## src/rtl/prog_cpu_pkg.sv

```systemverilog
// prog_cpu_pkg: shared definitions for the programmable CPU core.
//   - opcode encodings for the 4-bit op field
//   - FSM state enum
//   - field-extraction helpers for the {op, rd, imm} instruction word
// The helpers take the instruction zero-extended to INSTR_PAD_W bits plus the
// core's DATA_W / RSEL_W. Callers cast the result down to the field width.
package prog_cpu_pkg;

    localparam logic [3:0] OP_NOP  = 4'd0;
    localparam logic [3:0] OP_LDI  = 4'd1;
    localparam logic [3:0] OP_ADD  = 4'd2;
    localparam logic [3:0] OP_SUB  = 4'd3;
    localparam logic [3:0] OP_AND  = 4'd4;
    localparam logic [3:0] OP_OR   = 4'd5;
    localparam logic [3:0] OP_XOR  = 4'd6;
    localparam logic [3:0] OP_MOV  = 4'd7;
    localparam logic [3:0] OP_JMP  = 4'd8;
    localparam logic [3:0] OP_JZ   = 4'd9;
    localparam logic [3:0] OP_OUT  = 4'd10;
    localparam logic [3:0] OP_MUL  = 4'd11;
    localparam logic [3:0] OP_HALT = 4'd15;

    typedef enum logic [2:0] {
        ST_IDLE,
        ST_FETCH,
        ST_EXEC,
        ST_OUT_WAIT,
        ST_HALT
    } state_t;

    // Widest instruction word the helpers support (4 + RSEL_W + DATA_W).
    localparam int INSTR_PAD_W = 32;

    function automatic logic [3:0] f_op(input logic [INSTR_PAD_W-1:0] w,
                                        input int data_w, input int rsel_w);
        return 4'((w >> (data_w + rsel_w)) & 32'hF);
    endfunction

    function automatic logic [INSTR_PAD_W-1:0] f_rd(input logic [INSTR_PAD_W-1:0] w,
                                                    input int data_w, input int rsel_w);
        return (w >> data_w) & ((32'd1 << rsel_w) - 32'd1);
    endfunction

    function automatic logic [INSTR_PAD_W-1:0] f_imm(input logic [INSTR_PAD_W-1:0] w,
                                                     input int data_w);
        return w & ((32'd1 << data_w) - 32'd1);
    endfunction

    // rs1 occupies the top RSEL_W bits of imm.
    function automatic logic [INSTR_PAD_W-1:0] f_rs1(input logic [INSTR_PAD_W-1:0] w,
                                                     input int data_w, input int rsel_w);
        return (w >> (data_w - rsel_w)) & ((32'd1 << rsel_w) - 32'd1);
    endfunction

    // rs2 sits directly below rs1.
    function automatic logic [INSTR_PAD_W-1:0] f_rs2(input logic [INSTR_PAD_W-1:0] w,
                                                     input int data_w, input int rsel_w);
        return (w >> (data_w - 2 * rsel_w)) & ((32'd1 << rsel_w) - 32'd1);
    endfunction

endpackage

```

## src/rtl/prog_cpu_alu.sv

```systemverilog
// prog_cpu_alu: combinational ALU for prog_cpu_core.
// Ports:
//   i_op     [3:0]        opcode (ADD, SUB, AND, OR, XOR, and MUL when enabled)
//   i_a, i_b [DATA_W-1:0] operands (rs1, rs2)
//   o_result [DATA_W-1:0] result truncated modulo 2^DATA_W
//   o_zero                result == 0
// Optional feature: define PROG_CPU_MUL_EN to add the MUL opcode. When it is
// undefined no multiplier is built and MUL yields 0 (the core ignores it).
module prog_cpu_alu
    import prog_cpu_pkg::*;
#(
    parameter int DATA_W = 8
) (
    input  logic [3:0]        i_op,
    input  logic [DATA_W-1:0] i_a,
    input  logic [DATA_W-1:0] i_b,
    output logic [DATA_W-1:0] o_result,
    output logic              o_zero
);

    always_comb begin
        o_result = '0;
        case (i_op)
            OP_ADD:  o_result = i_a + i_b;
            OP_SUB:  o_result = i_a - i_b;
            OP_AND:  o_result = i_a & i_b;
            OP_OR:   o_result = i_a | i_b;
            OP_XOR:  o_result = i_a ^ i_b;
`ifdef PROG_CPU_MUL_EN
            // Only the low DATA_W bits of the product are kept.
            OP_MUL:  o_result = i_a * i_b;
`endif
            default: o_result = '0;
        endcase
    end

    assign o_zero = (o_result == '0);

endmodule

```

## src/rtl/prog_cpu_core.sv

```systemverilog
// prog_cpu_core: multi-cycle programmable CPU core (FETCH/EXEC, 2 cycles per
// instruction) with synchronous program memory, register file, ALU, branch
// unit and a ready/valid output port.
// Ports:
//   clk, reset            clock; synchronous active-high reset
//   start                 pulse: run from pc 0 (accepted in IDLE or HALT)
//   prog_we/addr/data     program-memory write (accepted in IDLE or HALT)
//   out_data/valid/ready  output stream, valid held until ready
//   pc, zero              program counter, zero flag of last ALU op
//   busy, halted          FETCH/EXEC/OUT_WAIT, HALT
//   dbg_sel, dbg_data     combinational register-file read
// Optional feature: PROG_CPU_MUL_EN enables opcode 11 (MUL); otherwise it is a NOP.
module prog_cpu_core
    import prog_cpu_pkg::*;
#(
    parameter  int DATA_W  = 8,
    parameter  int ADDR_W  = 4,
    parameter  int NREGS   = 4,
    localparam int RSEL_W  = $clog2(NREGS),
    localparam int INSTR_W = 4 + RSEL_W + DATA_W
) (
    input  logic               clk,
    input  logic               reset,
    input  logic               start,
    input  logic               prog_we,
    input  logic [ADDR_W-1:0]  prog_addr,
    input  logic [INSTR_W-1:0] prog_data,
    output logic [DATA_W-1:0]  out_data,
    output logic               out_valid,
    input  logic               out_ready,
    output logic [ADDR_W-1:0]  pc,
    output logic               zero,
    output logic               busy,
    output logic               halted,
    input  logic [RSEL_W-1:0]  dbg_sel,
    output logic [DATA_W-1:0]  dbg_data
);

    state_t             r_state, w_state_next;
    logic [ADDR_W-1:0]  r_pc, w_pc_next;
    logic [DATA_W-1:0]  r_regs [NREGS];
    logic [INSTR_W-1:0] r_mem  [2**ADDR_W];
    logic [INSTR_W-1:0] r_instr;
    logic               r_zero;
    logic               r_out_valid;
    logic [DATA_W-1:0]  r_out_data;

    logic [INSTR_PAD_W-1:0] w_instr_pad;
    logic [3:0]             w_op;
    logic [RSEL_W-1:0]      w_rd, w_rs1, w_rs2;
    logic [DATA_W-1:0]      w_imm, w_a, w_b;
    logic [ADDR_W-1:0]      w_target;
    logic [DATA_W-1:0]      w_alu_result;
    logic                   w_alu_zero;
    logic                   w_reg_we, w_zero_we, w_out_load, w_out_clear;
    logic [DATA_W-1:0]      w_reg_wdata;
    logic                   w_prog_open;

    // Instruction decode from the fetched word
    assign w_instr_pad = INSTR_PAD_W'(r_instr);
    assign w_op        = f_op(w_instr_pad, DATA_W, RSEL_W);
    assign w_rd        = RSEL_W'(f_rd(w_instr_pad, DATA_W, RSEL_W));
    assign w_imm       = DATA_W'(f_imm(w_instr_pad, DATA_W));
    assign w_rs1       = RSEL_W'(f_rs1(w_instr_pad, DATA_W, RSEL_W));
    assign w_rs2       = RSEL_W'(f_rs2(w_instr_pad, DATA_W, RSEL_W));
    assign w_target    = ADDR_W'(w_imm);
    assign w_a         = r_regs[w_rs1];
    assign w_b         = r_regs[w_rs2];

    prog_cpu_alu #(
        .DATA_W (DATA_W)
    ) u_alu (
        .i_op     (w_op),
        .i_a      (w_a),
        .i_b      (w_b),
        .o_result (w_alu_result),
        .o_zero   (w_alu_zero)
    );

    always_ff @(posedge clk) begin
        if (reset) r_state <= ST_IDLE;
        else       r_state <= w_state_next;
    end

    always_comb begin
        w_state_next = r_state;
        w_pc_next    = r_pc;
        w_reg_we     = 1'b0;
        w_reg_wdata  = w_alu_result;
        w_zero_we    = 1'b0;
        w_out_load   = 1'b0;
        w_out_clear  = 1'b0;
        case (r_state)
            ST_IDLE, ST_HALT: begin
                if (start) begin
                    w_state_next = ST_FETCH;
                    w_pc_next    = '0;
                end
            end
            ST_FETCH: w_state_next = ST_EXEC;
            ST_EXEC: begin
                w_state_next = ST_FETCH;
                w_pc_next    = r_pc + 1'b1;
                case (w_op)
                    OP_LDI: begin
                        w_reg_we    = 1'b1;
                        w_reg_wdata = w_imm;
                    end
                    OP_ADD, OP_SUB, OP_AND, OP_OR, OP_XOR: begin
                        w_reg_we  = 1'b1;
                        w_zero_we = 1'b1;
                    end
                    OP_MUL: begin
`ifdef PROG_CPU_MUL_EN
                        w_reg_we  = 1'b1;
                        w_zero_we = 1'b1;
`endif
                    end
                    OP_MOV: begin
                        w_reg_we    = 1'b1;
                        w_reg_wdata = w_a;
                    end
                    OP_JMP: w_pc_next = w_target;
                    OP_JZ:  w_pc_next = r_zero ? w_target : r_pc + 1'b1;
                    OP_OUT: begin
                        // pc advances only once the transfer completes
                        w_out_load   = 1'b1;
                        w_pc_next    = r_pc;
                        w_state_next = ST_OUT_WAIT;
                    end
                    OP_HALT: begin
                        w_pc_next    = r_pc;
                        w_state_next = ST_HALT;
                    end
                    default: ;
                endcase
            end
            ST_OUT_WAIT: begin
                if (r_out_valid && out_ready) begin
                    w_out_clear  = 1'b1;
                    w_pc_next    = r_pc + 1'b1;
                    w_state_next = ST_FETCH;
                end
            end
            default: w_state_next = ST_IDLE;
        endcase
    end

    always_ff @(posedge clk) begin
        if (reset) begin
            r_pc        <= '0;
            r_zero      <= 1'b0;
            r_out_valid <= 1'b0;
            r_out_data  <= '0;
            for (int i = 0; i < NREGS; i++) r_regs[i] <= '0;
        end else begin
            r_pc <= w_pc_next;
            if (w_reg_we)  r_regs[w_rd] <= w_reg_wdata;
            if (w_zero_we) r_zero       <= w_alu_zero;
            if (w_out_load) begin
                r_out_valid <= 1'b1;
                r_out_data  <= w_a;
            end else if (w_out_clear) begin
                r_out_valid <= 1'b0;
            end
        end
    end

    // Program memory is deliberately outside reset so a loaded program survives it.
    assign w_prog_open = (r_state == ST_IDLE) || (r_state == ST_HALT);

    always_ff @(posedge clk) begin
        if (prog_we && w_prog_open) r_mem[prog_addr] <= prog_data;
        if (r_state == ST_FETCH)    r_instr <= r_mem[r_pc];
    end

    assign out_data  = r_out_data;
    assign out_valid = r_out_valid;
    assign pc        = r_pc;
    assign zero      = r_zero;
    assign busy      = (r_state == ST_FETCH) || (r_state == ST_EXEC) ||
                       (r_state == ST_OUT_WAIT);
    assign halted    = (r_state == ST_HALT);
    assign dbg_data  = r_regs[dbg_sel];

endmodule

```

## config.mk

```make
export PLATFORM = sky130hd
export DESIGN_NAME = prog_cpu_core
export DESIGN_NICKNAME = d
export VERILOG_FILES = /design/src/rtl/prog_cpu_pkg.sv /design/src/rtl/prog_cpu_alu.sv /design/src/rtl/prog_cpu_core.sv
export SDC_FILE = /design/constraint.sdc
export NUM_CORES = 1
export LEC_CHECK = 0
export CORE_ASPECT_RATIO = 1.5
export CORE_UTILIZATION = 38
export DETAILED_ROUTE_END_ITERATION = 12
export REMOVE_ABC_BUFFERS = 1
export SLEW_MARGIN = 25
export SYNTH_ARGS = -nofsm -noshare
export SYNTH_HDL_FRONTEND = slang
export SYNTH_SLANG_ARGS = --single-unit
```

## constraint.sdc

```tcl
create_clock -name clk -period 5.5 [get_ports clk]
set_input_delay 0.825 -clock clk [delete_from_list [all_inputs] [get_ports clk]]
set_output_delay 0.825 -clock clk [all_outputs]
set_load 0.02 [all_outputs]
```

==> results of run 1 <==
[worst max-delay path, cell delays in order, from the launching register on]
cell and delay, ns:
edfxtp_1 0.70, mux4_2 0.67, inv_1 0.12, ha_1 0.21, a31oi_1 0.12, xnor2_1 0.16
ha_1 0.35, a21o_1 0.20, a31oi_1 0.22, a21o_1 0.17, a21oi_1 0.09, nor3_2 0.21
o21ai_2 0.12, a211oi_1 0.31
[report_power, final]
part	total (mW)	switching, mW	internal [mW]
Combinational	0.337	0.193	0.144
Sequential	2.45	0.0319	2.42
Clock	1.91	0.803	1.10
Total	4.70	1.03	3.67
[state kept, by name, indices dropped and copies added, names as in the netlist]
name / count
out_data: 8
out_valid: 1
pc: 4
r_instr: 14
r_mem: 224
r_regs: 32
r_state: 3
zero: 1
[per-layer routing]
metal	up-vias	routed length, um	part of all wire (%)	track usage, %
met5	-	0	0	0
met4	0	707	2.5	5.548
met3	45	1331	4.6	2.591
met1	3537	11010	38	21.15
li1	3047	-	-	-
met2	177	15570	54	32.02
[layout by cell type, fill, tap and decap left out, types with 12 or more instances in the layout]
master           count
inv_1               23
o21ai_0             12
buf_4               22
nor2_1              75
ha_1                25
dfxtp_1             15
mux4_2              90
clkdlybuf4s50_1     48
nand2_1             20
clkbuf_16           29
a21oi_1             28
edfxtp_1           270
nand2b_1            14
[cell usage after synthesis, types with 3 or more instances]
cell type	instances	share of area, %
edfxtp_1	270	64
mux4_2	90	16
nor2_1	76	2.3
a21oi_1	28	1.1
clkbuf_1	26	0.77
ha_1	25	2.5
inv_1	23	0.68
nand2_1	20	0.59
dfxtp_1	17	2.7
nand2b_1	14	0.69
o21ai_0	12	0.47
nor3_1	10	0.40
mux2i_1	7	0.55
nor2b_1	7	0.35
xnor2_1	7	0.48
o22ai_1	6	0.30
a22o_1	5	0.35
buf_2	5	0.20
nand3_1	5	0.20
or3_1	5	0.25
a22oi_1	4	0.24
a31oi_1	4	0.20
buf_1	4	0.12
mux4_1	4	0.83
o21a_1	4	0.24
a211oi_1	3	0.18
a21o_1	3	0.18
a31o_2	3	0.21
nand4_1	3	0.15
xor2_1	3	0.21
[worst max path at each step]
stage                         start                    endpoint  slack [ns]
6_report       r_instr[4]$_DFFE_PN_  r_regs[1][7]$_SDFFCE_PN0P_        1.67
5_1_grt        r_instr[4]$_DFFE_PN_  r_regs[1][7]$_SDFFCE_PN0P_        1.49
4_1_cts        r_instr[4]$_DFFE_PN_  r_regs[2][5]$_SDFFCE_PN0P_        1.73
3_5_place_dp   r_instr[4]$_DFFE_PN_  r_regs[1][7]$_SDFFCE_PN0P_        1.75
3_3_place_gp             dbg_sel[0]                 dbg_data[0]        1.76
2_1_floorplan    pc[0]$_SDFFE_PP0P_        r_instr[0]$_DFFE_PN_        1.51
[logic make-up (layout without fill, tap and decap cells)]
kind of cell | count (synthesis) | count (layout) | share of synthesized area [%]
simple gates | 158 | 158 | 6.163
mux | 101 | 101 | 17.41
xor+xnor | 10 | 10 | 0.6925
buf+inv | 61 | 144 | 1.978
fa+ha+maj | 26 | 26 | 2.631
flops | 287 | 287 | 66.79
compound gates | 85 | 85 | 4.333
[cell type report]
| class | count | area, um^2 |
|---|---|---|
| Tap cell | 415 | 519.2 |
| Inverter | 23 | 86.33 |
| Fill cell | 2816 | 18110 |
| Multi-Input combinational cell | 380 | 3978 |
| Clock inverter | 18 | 181.4 |
| Sequential cell | 287 | 8453 |
| Timing Repair Buffer | 71 | 665.6 |
| Clock buffer | 32 | 737.0 |
==> flow_summary.yaml, run 1 <==
clocking:
  cts_setup_buffers: 0
  cts-hold-fix-buffers: 0
  cts_resized: 0
  clkLatencyLatePin_ns: 0.55
  cts_tree: "yes"
  clkTransAtPathRegs_ns: 0.06
  cts-root-buf: "clkbuf_16"
  numClockSinks: 287
  cts.path.max_buffers: 3
  cts_made_buffers: 28
  h-tree-depth: 1
synthesis:
  synth-seq-cells: 287
  avgSynthCellArea_um2: 17.37
  ys.flop_type: "edfxtp_1"
  ys.warnings.count: 0
  ys_types: 55
  synth_async_sr_flop_share_pct: 0
  ys_seq_area_share_pct: 66.79
  synth.cell_area_mm2: 0.01265
  syn_inst: 728
  synth-edff-count: 270
placement:
  dp.cells: 1175
  gp_congestion: 0.8689
  hpwl_um: 18270
  placed_cell_area_mm2: 0.01368
  place_ws_ns: 1.753
  io_buffer_count: 48
global_routing:
  grt.total_usage_pct: 17.61
  grt_first_pass_wirelength_um: 43530
  grt_max_degree: 50
  overflow: 0
  grt_pass1_vias: 7166
  antenna_found_initial: 0
timing:
  worst_slack_ns: 1.670
  skew_ns: 0.008199
  max_slew_margin_pct: 42.35
  slew_viol_final: 0
  max_freq_mhz: 261.1
  rsz0062_at_grt: "false"
  setup_viol: 0
  worst_pin_slew_ns: 0.8630
  hold_viol_final: 0
  finalCritPeriodShare_pct: 69.63
  period_needed_ns: 3.830
  fin_tns_setup_ns: 0
  hold_ws_ns: 0.4853
floorplan:
  dieHeight_um: 225.4
  core_area_mm2: 0.03274
  ios: 49
  dieArea_mm2: 0.03403
  core.rowCount: 81
  die_x_um: 151.0
  start_util_pct: 38.64
worst_setup_path:
  critPathRequiredTime_ns: 5.85
  critPathLaunchType: "register"
  critical_path_class: "reg2reg"
  worst-r2r-cell-count: 13
  ff2ff_setup_slack_ns: 1.67
  r2r-end: "r_regs[1][7]$_SDFFCE_PN0P_"
  worst_setup_path_end_kind: "register"
  r2r_start: "r_instr[4]$_DFFE_PN_"
  arrival_ns: 4.18
  worst-path-max-fanout: 9
drt:
  detail_route.wl_per_cell_um: 23.35
  ant_nets: 0
  num_vias: 6806
  routed_via_density: 5.551
  drt-total-wl_um: 28630
  drc_errors: 0
  firstDrtPassIters: 4
  drt_iter0_drc: 406
cells_and_area:
  final_cells: 1226
  drive_gt1_share_pct: 20.84
  fin_util_pct: 44.66
  area_growth_pct: 15.59
  n_antenna_cell: 0
  nets: 842
  finalInstanceArea_mm2: 0.01462
worst_hold_path:
  hp-class: "reg2reg"
  worstHoldPathCells: 2
  hp-start: "out_data[6]$_SDFFE_PP0P_"
  min_to: "out_data[6]$_SDFFE_PP0P_"
power_and_ir_drop:
  totalPowerFinal_mw: 4.700
  peakVddDrop_uv: 255.5
  p_leak_nw: 4.678
  powerDensity_mw_per_mm2: 321.5
run:
  drv_cap: 0
status:
  outcome: "finished, final reports clean"
Note: power is estimated with default switching activity, not from simulation.
==> run 2, diff against run 1 <==
clock period = 3.4 ns   (was 5.5 ns; I/O delays follow)
==> run 2 against run 1 <==
Net effect:
- the flow now finishes with violations (setup timing)
- largest power group unchanged
- wire length up 4.3%
- sequential share of layout area decreased by 1.8 points
- final cell count rose by 4.2%
- critical endpoint unchanged
- clock skew fell by 0.0023 ns
==> flow_summary.yaml, run 2 (synthesized netlist as in run 1, its figures left out) <==
status:
  outcome: "finished, violations left"
  violations: "setup timing"
drt:
  drc_errors: 0
  drt-total-wl_um: 29860
  firstDrtPassIters: 5
  ant_nets: 0
  drt_iter0_drc: 496
  detail_route.wl_per_cell_um: 23.36
  num_vias: 6987
  routed_via_density: 5.467
clocking:
  cts_made_buffers: 27
  clkLatencyLatePin_ns: 0.56
  clkTransAtPathRegs_ns: 0.06
  h-tree-depth: 1
  numClockSinks: 287
  cts-hold-fix-buffers: 0
  cts_tree: "yes"
  cts-root-buf: "clkbuf_16"
  cts.path.max_buffers: 3
cells_and_area:
  drive_gt1_share_pct: 28.51
  final_cells: 1278
  n_antenna_cell: 0
  reg_top3: "r_mem: 224 flops, r_regs: 32 flops, r_instr: 14 flops"
  area_growth_pct: 19.27
  final_cell_mix: "edfxtp_1 (270), mux4_2 (92), nor2_1 (74)"
  final_common_cell: "edfxtp_1"
  nets: 894
  largest_reg_flops: 224
  regMostFlops: "r_mem"
timing:
  max_freq_mhz: 292.5
  rsz0062_at_grt: "true"
  finalCritPeriodShare_pct: 100.6
  setup_viol: 4
  worst_slack_ns: -0.01911
  slew_viol_final: 0
  hold_viol_final: 0
  fin_tns_setup_ns: -0.05700
  period_needed_ns: 3.419
  max_slew_margin_pct: 55.85
  worst_pin_slew_ns: 0.6554
  skew_ns: 0.005923
worst_setup_path:
  slowest_delay_ns: 0.60
  worst_setup_path_end_kind: "register"
  crit_start: "r_instr[4]$_DFFE_PN_"
  slowest_stage: "mux4_2"
  path_common_cell: "a21o_1"
  critical_path_class: "reg2reg"
  worst-path-max-fanout: 5
  critPathLaunchType: "register"
  critPathRequiredTime_ns: 3.70
  crit_chain: "mux4_2 -> inv_2 -> ha_4 -> a31oi_4 -> xnor2_1 -> ha_1 -> a21o_1 -> a31oi_2 -> a21o_1 -> a21oi_2 -> o21a_1 -> o21ai_4 -> a211oi_2"
  arrival_ns: 3.72
  r2r_start: "r_instr[4]$_DFFE_PN_"
power_and_ir_drop:
  peakVddDrop_uv: 405.8
  clockPowerShare_pct: 38.1
  totalPowerFinal_mw: 7.472
  p_int_mw: 5.776
  powerDensity_mw_per_mm2: 495.3
  seqPwrFrac_pct: 53.0
  power.switching_mw: 1.696
  p_leak_nw: 4.890
  combinationalPowerShare_pct: 8.9
  swShare_pct: 22.70
floorplan:
  core.rowCount: 81
  start_util_pct: 38.64
  dieArea_mm2: 0.03403
  ios: 49
  core_area_mm2: 0.03274
  die_x_um: 151.0
  dieHeight_um: 225.4
placement:
  gp_congestion: 0.8500
  dp.cells: 1223
  hpwl_um: 20070
  io_buffer_count: 48
run:
  drv_cap: 0
global_routing:
  grt.total_usage_pct: 18.22
  overflow: 0
  antenna_found_initial: 0
  grt_max_degree: 61
  grt_pass1_vias: 7234
  grt_first_pass_wirelength_um: 44750
worst_hold_path:
  hp-class: "reg2reg"
  hp-start: "out_data[4]$_SDFFE_PP0P_"
==> run 2: changes by cell type in the layout (fill, tap and decap cells not counted), sizes merged <==
cell / previous run / this run
clkinvlp: 1 / 2
bufinv: 3 / 1
buf: 23 / 76
inv: 25 / 24
clkinv: 12 / 9
clkbuf: 32 / 36
==> run 2: area by class of cell <==
class | instances | area [um^2]
clock inverters | 13 | 108.9
clock buffers | 36 | 709.4
repair buffers | 124 | 1105
multi-input cells | 380 | 4104
fillers | 2831 | 17650
flip-flops and latches | 287 | 8453
well taps | 415 | 519.2
inverters | 23 | 86.33
==> run 2: routing by layer <==
metal / wire length (um) / track usage (%)
met5: 0 / 0
met1: 11390 / 21.43
met4: 784 / 5.613
met3: 1101 / 2.146
met2: 16580 / 34.06
==> run 2: final timing paths <==
path	to	slack, ns	depth (start not counted)
max	r_regs[1][7]$_SDFFCE_PN0P_	-0.02	13
min	out_data[4]$_SDFFE_PP0P_	0.49	2
max reg2reg	r_regs[1][7]$_SDFFCE_PN0P_	-0.02	13
min reg2reg	out_data[4]$_SDFFE_PP0P_	0.49	2
==> run 2: timing repair <==
item,4_1_cts,5_1_grt
setup buffers,1,5
hold endpoints to repair,0,0
endpoints found under the setup margin,16,21
pin swaps,0,20
gates cloned,0,0
gates resized for setup,6,30
==> run 2: critical path, delay by kind of cell (launching register included) <==
| kind | cells | cell delay [ns] |
|---|---|---|
| muxes | 1 | 0.60 |
| xor gates and xnor gates | 1 | 0.13 |
| AOI/OAI and AO/OA | 8 | 1.29 |
| adders and majority gates | 2 | 0.51 |
| buffers and inverters | 1 | 0.11 |
| DFF | 1 | 0.51 |
==> run 2: power by group through the flow <==
stage / registers, mW / clock network, mW / logic [mW]
5_1_grt: 3.96 / 3.04 / 0.722
3_5_place_dp: 4.03 / 0 / 0.616
6_report: 3.96 / 2.85 / 0.668
3_3_place_gp: 4.03 / 0 / 0.614
4_1_cts: 3.96 / 2.91 / 0.625
2_1_floorplan: 4.04 / 0 / 0.335
==> run 2: through the flow <==
step	area (um^2)	hold slack [ns]	util, %	setup slack [ns]
6_report	15090	0.4882	46.08	-0.01911
5_1_grt	15090	0.5138	46.08	-0.1783
4_1_cts	14940	0.4910	45.63	0.005474
3_5_place_dp	14090	0.4738	43.03	-0.04297
3_3_place_gp	14090	0.4654	43.03	-0.01752
2_1_floorplan	12480	0.4869	-	-0.5875
==> run 3, diff against run 2 <==
CORE_MARGIN = 2   (was default)
==> run 3 against run 2 <==
Net effect:
- the flow now finishes without violations
- non-clock buffer count decreased by 7
- critical path depth grew 1
- worst hold slack got worse by 0.0023 ns
- sequential cell count stayed put
==> flow_summary.yaml, run 3 (synthesized netlist as in run 1, its figures left out) <==
status:
  outcome: "finished, final reports clean"
floorplan:
  start_util_pct: 38.64
  dieHeight_um: 227.4
  dieArea_mm2: 0.03479
  ios: 49
  core_area_mm2: 0.03274
  die_x_um: 153.0
  core.rowCount: 81
worst_setup_path:
  worst_setup_path_end_kind: "register"
  arrival_ns: 3.83
  path_delay_family: "compound AO/OA/AOI/OAI gates"
  crit_chain: "buf_6 -> mux4_2 -> inv_2 -> ha_4 -> a31oi_1 -> xnor2_1 -> ha_1 -> a21o_1 -> a31oi_2 -> nand2_1 -> xor2_1 -> a221o_1 -> nor4b_2 -> a31o_2"
  slowest_delay_ns: 0.54
  worst-path-max-fanout: 4
  critPathLaunchType: "register"
  cp.depth: 14
  path_buf_inv: 2
  critical_path_class: "reg2reg"
  worst-r2r-cell-count: 14
  slowest_stage: "mux4_2"
  critPathRequiredTime_ns: 3.89
worst_hold_path:
  worstHoldPathCells: 2
  hp-class: "reg2reg"
power_and_ir_drop:
  peakVddDrop_uv: 378.7
  combinationalPowerShare_pct: 8.6
  power.switching_mw: 1.702
  powerDensity_mw_per_mm2: 509.8
  p_int_mw: 6.010
  seqPwrFrac_pct: 51.3
  p_leak_nw: 4.916
  swShare_pct: 22.07
  totalPowerFinal_mw: 7.712
  clockPowerShare_pct: 40.1
placement:
  placed_cell_area_mm2: 0.01404
  io_buffer_count: 48
  hpwl_um: 19770
  gp_congestion: 0.9080
drt:
  drc_errors: 0
  firstDrtPassIters: 5
  drt_iter0_drc: 501
  num_vias: 7016
  ant_nets: 0
  detail_route.wl_per_cell_um: 23.19
  drt-total-wl_um: 29540
  routed_via_density: 5.507
timing:
  max_freq_mhz: 299.5
  max_slew_margin_pct: 50.35
  slew_viol_final: 0
  finalCritPeriodShare_pct: 98.20
  setup_viol: 0
  rsz0062_at_grt: "true"
  period_needed_ns: 3.339
  skew_ns: 0.009643
  hold_viol_final: 0
  worst_pin_slew_ns: 0.7433
cells_and_area:
  drive_gt1_share_pct: 28.29
  finalInstanceArea_mm2: 0.01513
  largest_reg_flops: 224
  reg_top3: "r_mem: 224 flops, r_regs: 32 flops, r_instr: 14 flops"
  area_growth_pct: 19.61
  n_antenna_cell: 0
  final_cell_mix: "edfxtp_1 (270), mux4_2 (90), nor2_1 (70)"
  nets: 889
  regMostFlops: "r_mem"
  final_common_cell: "edfxtp_1"
global_routing:
  grt_max_degree: 61
  antenna_found_initial: 1
  overflow: 0
  grt.total_usage_pct: 17.24
  grt_pass1_vias: 7285
  grt_first_pass_wirelength_um: 45070
clocking:
  cts-root-buf: "clkbuf_16"
  numClockSinks: 287
  cts.path.max_buffers: 3
  clkLatencyLatePin_ns: 0.55
  h-tree-depth: 1
  cts_tree: "yes"
  clkTransAtPathRegs_ns: 0.06
  cts_made_buffers: 29
run:
  drv_cap: 0
## run 3: changes by cell type in the layout (fill, tap and decap cells not counted), moves of 2 or more
cell,before,now
clkinv_2,4,6
nor2_1,74,70
nor2_2,2,6
inv_6,0,2
bufinv_16,1,3
clkbuf_1,9,5
buf_4,71,62
mux4_2,92,90
mux4_1,2,4
clkbuf_16,27,29
## run 3: path summary, 6_finish.rpt
| path | slack [ns] | startpoint | endpoint |
|---|---|---|---|
| max reg2reg | 0.06 | r_instr[4]$_DFFE_PN_ | zero$_SDFFE_PP0P_ |
| min | 0.49 | out_data[5]$_SDFFE_PP0P_ | out_data[5]$_SDFFE_PP0P_ |
| max | 0.06 | r_instr[4]$_DFFE_PN_ | zero$_SDFFE_PP0P_ |
| min reg2reg | 0.49 | out_data[5]$_SDFFE_PP0P_ | out_data[5]$_SDFFE_PP0P_ |
## run 3: power by group through the flow
stage | Combinational [mW] | Sequential, mW | Clock (mW)
floorplan | 0.335 | 4.04 | 0
global placement | 0.614 | 4.03 | 0
detailed placement | 0.618 | 4.03 | 0
CTS | 0.624 | 3.95 | 3.17
global route | 0.719 | 3.96 | 3.31
finish | 0.664 | 3.95 | 3.09
## run 3: final cells by class
| class | count | area (um^2) |
|---|---|---|
| Clock inverter | 18 | 175.2 |
| Inverter | 23 | 86.33 |
| Clock buffer | 34 | 744.5 |
| Sequential cell | 287 | 8453 |
| Multi-Input combinational cell | 380 | 4081 |
| Timing Repair Buffer | 117 | 1069 |
| Fill cell | 2807 | 17610 |
| Tap cell | 415 | 519.2 |
## run 3: per-stage QoR
stage	cells	hold slack, ns	utilization [%]	TNS, ns	worst slack, ns
floorplan	690	0.4869	-	-8.476	-0.5875
global placement	1214	0.4650	42.90	0	0.03586
detailed placement	1214	0.4809	42.90	-0.1600	-0.02510
CTS	1268	0.4946	45.75	0	0.06976
global route	1274	0.5273	46.21	-0.5441	-0.1008
finish	1274	0.4859	46.21	0	0.06126
## run 3: timing repair
item / in CTS / in global routing
resized for setup: 0 / 27
setup endpoints to repair: 14 / 21
endpoints found under the hold margin: 0 / 0
pin swaps: 0 / 5
setup buffers: 2 / 6
hold buffers: 0 / 0
## run 3: routing by layer
metal	GRT usage [%]	routed length [um]	part of all wire (%)	vias to the layer above
li1	-	-	-	3138
met1	19.62	11050	37	3648
met2	33.10	16430	56	165
met3	2.456	1070	3.6	63
met4	5.854	972	3.3	2
met5	0	13	0.044	-
## run 3: worst reg2reg max path, cell delays in order (launching register included)
cell and delay [ns]:
edfxtp_1 0.39, buf_6 0.13, mux4_2 0.54, inv_2 0.11
ha_4 0.14, a31oi_1 0.08, xnor2_1 0.14, ha_1 0.35
a21o_1 0.21, a31oi_2 0.17, nand2_1 0.09, xor2_1 0.16
a221o_1 0.31, nor4b_2 0.27, a31o_2 0.18
